$ cat src/rtl/dmem_mmio_bridge.sv
// dmem_mmio_bridge: routes M-stage data accesses to BRAM or LED/cycle/UART MMIO registers with 1-cycle read latency
module dmem_mmio_bridge #(
  parameter int DMEM_ADDR_BITS = 12,
  parameter int LED_WIDTH = 16,
  parameter int CLKS_PER_BIT = 868
) (
  input  logic                      clk,
  input  logic                      reset,
  input  logic [3:0]                MemWrite_EN,
  input  logic [31:0]               MemAddr,
  input  logic [31:0]               WriteData,
  output logic [31:0]               ReadData,
  output logic [3:0]                bram_we,
  output logic [DMEM_ADDR_BITS-3:0] bram_addr,
  output logic [31:0]               bram_wdata,
  input  logic [31:0]               bram_rdata,
  output logic [LED_WIDTH-1:0]      led,
  output logic                      uart_tx
);
  localparam int BW = $clog2(CLKS_PER_BIT);
  typedef enum logic [1:0] {IDLE, START, DATA, STOP} state_t;
  state_t state, state_n;
  logic [BW-1:0] baud, baud_n;
  logic [2:0] bit_cnt, bit_n;
  logic [7:0] shift, shift_n, data_byte;
  logic [31:0] cycle_cnt, led_wr, mmio_val, mmio_rdata_r;
  logic sel_r, overrun, busy, baud_done;
  logic mmio, wr_led, wr_cyc, wr_data, wr_stat, accept;
  logic unused_bits;
  assign unused_bits = ^{MemAddr[30:4], MemAddr[1:0]};
  assign mmio = MemAddr[31];
  assign bram_addr = MemAddr[DMEM_ADDR_BITS-1:2];
  assign bram_wdata = WriteData;
  assign bram_we = mmio ? 4'b0000 : MemWrite_EN;
  assign wr_led = mmio && MemAddr[3:2] == 2'd0;
  assign wr_cyc = mmio && MemAddr[3:2] == 2'd1 && MemWrite_EN == 4'b1111;
  assign wr_data = mmio && MemAddr[3:2] == 2'd2 && MemWrite_EN[0];
  assign wr_stat = mmio && MemAddr[3:2] == 2'd3 && MemWrite_EN[0] && WriteData[1];
  assign busy = state != IDLE;
  assign accept = wr_data && !busy;
  assign baud_done = baud == BW'(CLKS_PER_BIT - 1);
  assign uart_tx = state == START ? 1'b0 : state == DATA ? shift[0] : 1'b1;
  assign ReadData = sel_r ? mmio_rdata_r : bram_rdata;
  always_comb begin
    led_wr = 32'(led);
    for (int i = 0; i < 4; i++)
      if (wr_led && MemWrite_EN[i]) led_wr[8*i +: 8] = WriteData[8*i +: 8];
  end
  always_comb begin
    mmio_val = MemAddr[3:2] == 2'd0 ? 32'(led) :
               MemAddr[3:2] == 2'd1 ? cycle_cnt :
               MemAddr[3:2] == 2'd2 ? {24'b0, data_byte} :
                                      {30'b0, overrun, busy};
  end
  always_comb begin
    state_n = state;
    baud_n = baud + 1'b1;
    bit_n = bit_cnt;
    shift_n = shift;
    case (state)
      IDLE: begin
        baud_n = '0;
        if (accept) begin
          state_n = START;
          shift_n = WriteData[7:0];
        end
      end
      START: if (baud_done) begin
        state_n = DATA;
        baud_n = '0;
        bit_n = '0;
      end
      DATA: if (baud_done) begin
        baud_n = '0;
        shift_n = shift >> 1;
        bit_n = bit_cnt + 1'b1;
        if (bit_cnt == 3'd7) state_n = STOP;
      end
      default: if (baud_done) begin
        state_n = IDLE;
        baud_n = '0;
      end
    endcase
  end
  always_ff @(posedge clk) begin
    if (reset) begin
      state <= IDLE;
      baud <= '0;
      bit_cnt <= '0;
      shift <= '0;
      data_byte <= '0;
      overrun <= 1'b0;
      led <= '0;
      cycle_cnt <= '0;
      sel_r <= 1'b0;
      mmio_rdata_r <= '0;
    end else begin
      state <= state_n;
      baud <= baud_n;
      bit_cnt <= bit_n;
      shift <= shift_n;
      data_byte <= accept ? WriteData[7:0] : data_byte;
      overrun <= (wr_data && busy) || (overrun && !wr_stat);
      led <= led_wr[LED_WIDTH-1:0];
      cycle_cnt <= wr_cyc ? WriteData : cycle_cnt + 32'd1;
      sel_r <= mmio;
      mmio_rdata_r <= mmio_val;
    end
  end
endmodule

$ cat config.mk
export PLATFORM = sky130hd
export DESIGN_NAME = dmem_mmio_bridge
export DESIGN_NICKNAME = d
export VERILOG_FILES = /design/src/rtl/dmem_mmio_bridge.sv
export SDC_FILE = /design/constraint.sdc
export NUM_CORES = 1
export LEC_CHECK = 0
export CORE_MARGIN = 3
export CORE_UTILIZATION = 49
export CTS_CLUSTER_DIAMETER = 80
export CTS_CLUSTER_SIZE = 12
export DETAILED_ROUTE_END_ITERATION = 10
export PLACE_DENSITY = 0.9
export REMOVE_ABC_BUFFERS = 1
export SYNTH_ARGS = -nofsm -noshare
export SYNTH_HDL_FRONTEND = slang
export SYNTH_SLANG_ARGS = --single-unit
$ cat constraint.sdc
create_clock -name clk -period 3.1 [get_ports clk]
set_input_delay 0.31 -clock clk [delete_from_list [all_inputs] [get_ports clk]]
set_output_delay 0.31 -clock clk [all_outputs]
set_load 0.005 [all_outputs]
==> out/metrics.csv, run 1 <==
metric;value;unit
antennaDiodeCount;0;
drt-vias-per-instance;5.47;
synth-main-ff-cell;dfxtp_1;
finalCritPeriodShare;81.7;%
yosys.area.top_type_share;41.2;%
postLayoutCoreUtil;68.7;%
min_path_type;input port to flip-flop;
p_leak;2.89;nW
path_buf_inv;2;
routed_wl;14.6;mm
root_buffer;clkbuf_8;
cp.arrival;2.22;ns
synth_edf_count;0;
rows;38;
detailed_place.area;6910;µm²
cts_tree;built;
die_h;112;µm
firstDrtPassIters;4;
portBuffers;159;
die_w;112;µm
grt_antenna_before_repair;0;
fin_setup_tns;0;ns
switchingPower;0.812;mW
worstPathMaxFanout;26;
fmax;395;MHz
numCtsBuffers;17;
ys_seq_area_share;41.2;%
wl_per_cell;16.8;µm
vdd_drop_max;0.412;mV
drive_above_1_share;11.8;%
synth_cell_type_count;44;
async_reset_ff_share;0;%
grt_usage;23.4;%
grt_max_degree;33;
slew_violations;0;
dieArea;12500;µm²
fin_crit;2.53;ns
crit_path_cell_trace;buf_4, mux2_2, clkdlybuf4s50_1;
synth_area_leaders;dfxtp_1 (41%), mux2i_1 (7.1%), nor2_1 (7.0%), mux2_2 (6.6%), buf_4 (5.7%);
r2r-end;cycle_cnt[28];
hold_viol;0;
cts_hold_buf;0;
worstHoldEndpoint;data_byte[3];
clk_pin_slew_worst_paths;0.06;ns
tightest_slew;0.875;ns
regArea;2260;µm²
worst_path_largest_cell_delay;0.48;ns
core-area;10900;µm²
comb_power_share;10.2;%
reg2reg_depth;6;
pwr_density_cell;503;nW/µm²
skew;0.00948;ns
switching_share;21.6;%
finalSetupViolCount;0;
wl_met3;985;µm
multi_input_area;2750;µm²
post_cts_resized;0;
stdcell_area;7480;µm²
required;2.79;ns
drc;0;
wl_met2;7.80;mm
grt_pass1_wl;23.8;mm
internal_power;2.95;mW
synth_area;5490;µm²
grt_overflow;0;
setup_slack;0.566;ns
p_clk_share;50.1;%
fillerInstances;815;
syn_area_per_cell;9.08;µm²
io_pins;197;
synth-warning-count;0;
cts.sinks;113;
holdCritStartpoint;reset;
area_growth;36.2;%
pre_cts_ws;0.563;ns
nNetsFinal;828;
relSlewSlack;41.5;%
maxUsedRoutingLayer;met4;
rsz0062_at_grt;no;
critPathKind;flip-flop to primary output;
worst_hold_slack;0.262;ns
worstSetupEndpointType;primary output;
p_seq_share;39.7;%
cts_setup_buffers;0;
cts_buffer_depth;2;
whs_path_depth;2;
maxCapViolations;0;
via_count;4764;
cp_top_family;buffers and inverters;
synth_top_area_cell;dfxtp_1;
ant_nets;0;
dp.final_hpwl;10.3;mm
syn_inst;605;
grt_pass1_vias;4872;
place.gp.congestion;0.814;
outcome;finished, final reports clean;
reg2reg_slack;0.85;ns
drt_iter0_markers;225;
clk_latency;0.50;ns
met1_length;5.72;mm
start_kind;flip-flop;
ys_seq_elements;113;
critical_path.reg2reg.startpoint;cycle_cnt[0];
start_util;50.4;%
htreeDepth;4;
cp_slowest_cell;dfxtp_1;
==> metal layers <==
layer  track usage (%)  up-vias
met5                 0        -
met4              6.73        0
met3              5.98       10
met2              42.6      193
met1              26.8     2266
li1                  -     2295
==> worst reg2reg max path: cells and delay by family (launching register included) <==
kind,cells,cell delay [ns]
AND/OR/NAND/NOR,4,1.25
AO/OA/AOI/OAI,1,0.29
flip-flops,1,0.40
adder cells (fa/ha/maj),1,0.23
==> cell families after synthesis <==
| kind of cell | Yosys count | synth area share [%] |
|---|---|---|
| adder cells (fa/ha/maj) | 7 | 1.59 |
| multiplexers | 72 | 14.1 |
| AND/OR/NAND/NOR | 220 | 19.8 |
| XOR/XNOR | 36 | 5.74 |
| buffers and inverters | 87 | 8.89 |
| AO/OA/AOI/OAI | 70 | 8.70 |
| flip-flops | 113 | 41.2 |
==> metrics by stage <==
stage          instances  power, mW
3_3_place_gp         840       1.89
5_1_grt              871       3.87
2_1_floorplan        527       1.62
4_1_cts              871       3.78
6_report             871       3.76
3_5_place_dp         840       1.90
==> power groups by stage <==
stage	Clock, mW	Combinational, mW	Sequential (mW)
after floorplan	0	0.0942	1.52
after global placement	0	0.373	1.52
after detailed placement	0	0.383	1.52
after CTS	1.90	0.387	1.49
after global routing	1.97	0.411	1.49
final	1.88	0.384	1.49
==> how the worst max path moves through the flow <==
stage	cells past startpoint	slack (ns)	start	endpoint
after CTS	3	0.52	sel_r	ReadData[17]
after global routing	3	0.44	sel_r	ReadData[16]
after detailed placement	5	0.56	MemWrite_EN[0]	cycle_cnt[23]
after floorplan	6	0.95	state[0]	shift[7]
final	3	0.57	sel_r	ReadData[17]
after global placement	6	0.70	MemWrite_EN[0]	cycle_cnt[17]
==> final cells by class <==
type / count / area share (%)
Timing Repair Buffer: 173 / 22.5
Tap cell: 140 / 2.34
Inverter: 9 / 0.452
Clock inverter: 10 / 1.82
Sequential cell: 113 / 30.2
Multi-Input combinational cell: 405 / 36.7
Clock buffer: 21 / 5.87
==> synthesized netlist by cell type (4+ instances only) <==
master and count:
and2_1 4, nand3_1 14, nand2_1 32, clkbuf_1 27
or3_1 4, a211oi_1 38, a21oi_1 17, and3_1 23
nor2b_1 6, buf_1 6, xor2_1 23, nand4_1 12
o21ai_0 5, nor4_1 4, mux2i_1 39, inv_1 9
dfxtp_1 113, ha_1 7, buf_4 42, mux2_2 32
nor2_1 102, xnor2_1 13
==> registers in the layout (all words and copies together) (netlist names) <==
| signal | flops |
|---|---|
| sel_r | 1 |
| shift | 8 |
| led | 16 |
| cycle_cnt | 32 |
| baud | 10 |
| overrun | 1 |
| mmio_rdata_r | 32 |
| state | 2 |
| bit_cnt | 3 |
| data_byte | 8 |
==> placed cells by master, fill, tap and decap left out, types with 3 or more instances in the layout <==
master           Yosys  routed
a211oi_1            38      38
inv_1                9       9
and3_1              23      23
nor2b_1              6       6
clkinvlp_4           0       3
nor3b_1              3       3
and2_1               4       4
nand2_1             32      32
xor2_1              23      23
clkinv_2             0       3
mux2i_1             39      39
a21oi_1             17      17
nand3_1             14      14
clkbuf_16            0      16
nor2_1             102     102
o21ai_0              5       5
ha_1                 7       7
xnor2_1             13      13
bufinv_16            0       3
clkdlybuf4s50_1      0     157
dfxtp_1            113     113
buf_4               42      14
mux2_2              32      32
or3_1                4       4
clkbuf_1            27       3
nor4_1               4       4
nand4_1             12      12
Power figures use the tool's default switching activity.
==> run 2: changes to the inputs <==
--- a/config.mk
+++ b/config.mk
@@ -6,11 +6,11 @@
 export NUM_CORES = 1
 export LEC_CHECK = 0
 export CORE_MARGIN = 3
-export CORE_UTILIZATION = 49
+export CORE_UTILIZATION = 41
 export CTS_CLUSTER_DIAMETER = 80
 export CTS_CLUSTER_SIZE = 12
 export DETAILED_ROUTE_END_ITERATION = 10
-export PLACE_DENSITY = 0.9
+export PLACE_DENSITY = 0.8
 export REMOVE_ABC_BUFFERS = 1
 export SYNTH_ARGS = -nofsm -noshare
 export SYNTH_HDL_FRONTEND = slang
==> constraint.sdc (replaced) <==
create_clock -name clk -period 2.1 [get_ports clk]
set_input_delay 0.21 -clock clk [delete_from_list [all_inputs] [get_ports clk]]
set_output_delay 0.21 -clock clk [all_outputs]
set_load 0.005 [all_outputs]
==> out/metrics.csv, run 2 (same netlist as run 1, synthesis figures left out) <==
metric;value;unit
clk_pin_slew_worst_paths;0.05;ns
cts.sinks;113;
routed_wl;14.6;mm
maxCapViolations;0;
outcome;finished, final reports clean;
required;1.89;ns
tightest_slew;0.472;ns
worst_hold_slack;0.246;ns
via_count;4811;
detailed_place.area;7080;µm²
drive_above_1_share;14.1;%
final_common_cell;clkdlybuf4s50_1;
core-area;12900;µm²
relSlewSlack;68.5;%
grt_pass1_vias;4786;
numCtsBuffers;17;
die_w;122;µm
slew_violations;0;
grt_usage;19.7;%
skew;0.0128;ns
place.gp.congestion;0.847;
finalSetupViolCount;0;
postLayoutCoreUtil;59.6;%
clk_latency;0.40;ns
fin_setup_tns;0;ns
grt_pass1_wl;23.2;mm
htreeDepth;4;
die_h;122;µm
cts_setup_buffers;0;
drc;0;
root_buffer;clkbuf_16;
hold_viol;0;
cts_hold_buf;0;
start_kind;flip-flop;
firstDrtPassIters;5;
worstSetupEndpointType;primary output;
min_path_type;input port to flip-flop;
top_regs;cycle_cnt (32), mmio_rdata_r (32), led (16);
rows;41;
p_leak;2.99;nW
grt_overflow;0;
final_cell_mix;clkdlybuf4s50_1 (157), dfxtp_1 (113), nor2_1 (102);
cp.arrival;1.80;ns
start_util;42.6;%
stdcell_area;7670;µm²
fin_crit;2.01;ns
drt_iter0_markers;353;
pwr_density_cell;724;nW/µm²
grt_max_degree;43;
critPathKind;flip-flop to primary output;
nNetsFinal;844;
cts_tree;built;
area_growth;39.7;%
finalCritPeriodShare;95.6;%
dp.final_hpwl;10.6;mm
io_pins;197;
wl_per_cell;15.9;µm
cts_buffer_depth;2;
dieArea;14800;µm²
grt_antenna_before_repair;0;
drt-vias-per-instance;5.24;
antennaDiodeCount;0;
fmax;498;MHz
ant_nets;0;
vdd_drop_max;0.471;mV
worstPathMaxFanout;22;
portBuffers;159;
post_cts_resized;1;
-- run 2: where the power goes --
group          internal [mW]  total, mW  switching, mW
clock network           1.82       2.77          0.954
registers               2.18       2.20         0.0239
logic                  0.362      0.582          0.221
-- run 2: worst max-delay path, cell delays in order (launching register included) --
cell	delay (ns)
dfxtp_1	0.34
buf_6	0.24
mux2_2	0.38
clkdlybuf4s50_1	0.44
-- run 2: metal layers --
| layer | up-vias | GRT usage, % | share of wire (%) |
|---|---|---|---|
| li1 | 2321 | - | - |
| met5 | - | 0 | 0 |
| met2 | 218 | 34.5 | 50 |
| met4 | 0 | 7.00 | 2.1 |
| met1 | 2248 | 22.5 | 39 |
| met3 | 24 | 6.41 | 8.4 |
-- run 2: final cells by class --
| class | count | area, µm² |
|---|---|---|
| inverter | 9 | 33.8 |
| sequential | 113 | 2260 |
| timing repair buffer | 189 | 1820 |
| clock buffer | 20 | 467 |
| tap | 172 | 215 |
| clock inverter | 10 | 111 |
| fill | 1014 | 5210 |
| multi-input combinational | 405 | 2760 |
-- run 2: worst paths after layout --
check	from	slack [ns]	end	depth (start not counted)
worst max-delay path	sel_r	0.09	ReadData[17]	3
worst max register to register	cycle_cnt[0]	0.15	cycle_cnt[30]	6
worst min-delay path	reset	0.25	bit_cnt[0]	2
worst min register to register	baud[0]	0.46	baud[0]	1
-- run 2: through the flow --
step           instances  total power [mW]  worst slack (ns)
2_1_floorplan        527              2.38           -0.0535
3_3_place_gp         888              2.81          0.000587
3_5_place_dp         888              2.82           -0.0228
4_1_cts              918              5.59            0.0510
5_1_grt              918              5.75        -0.0000380
6_report             918              5.55            0.0928
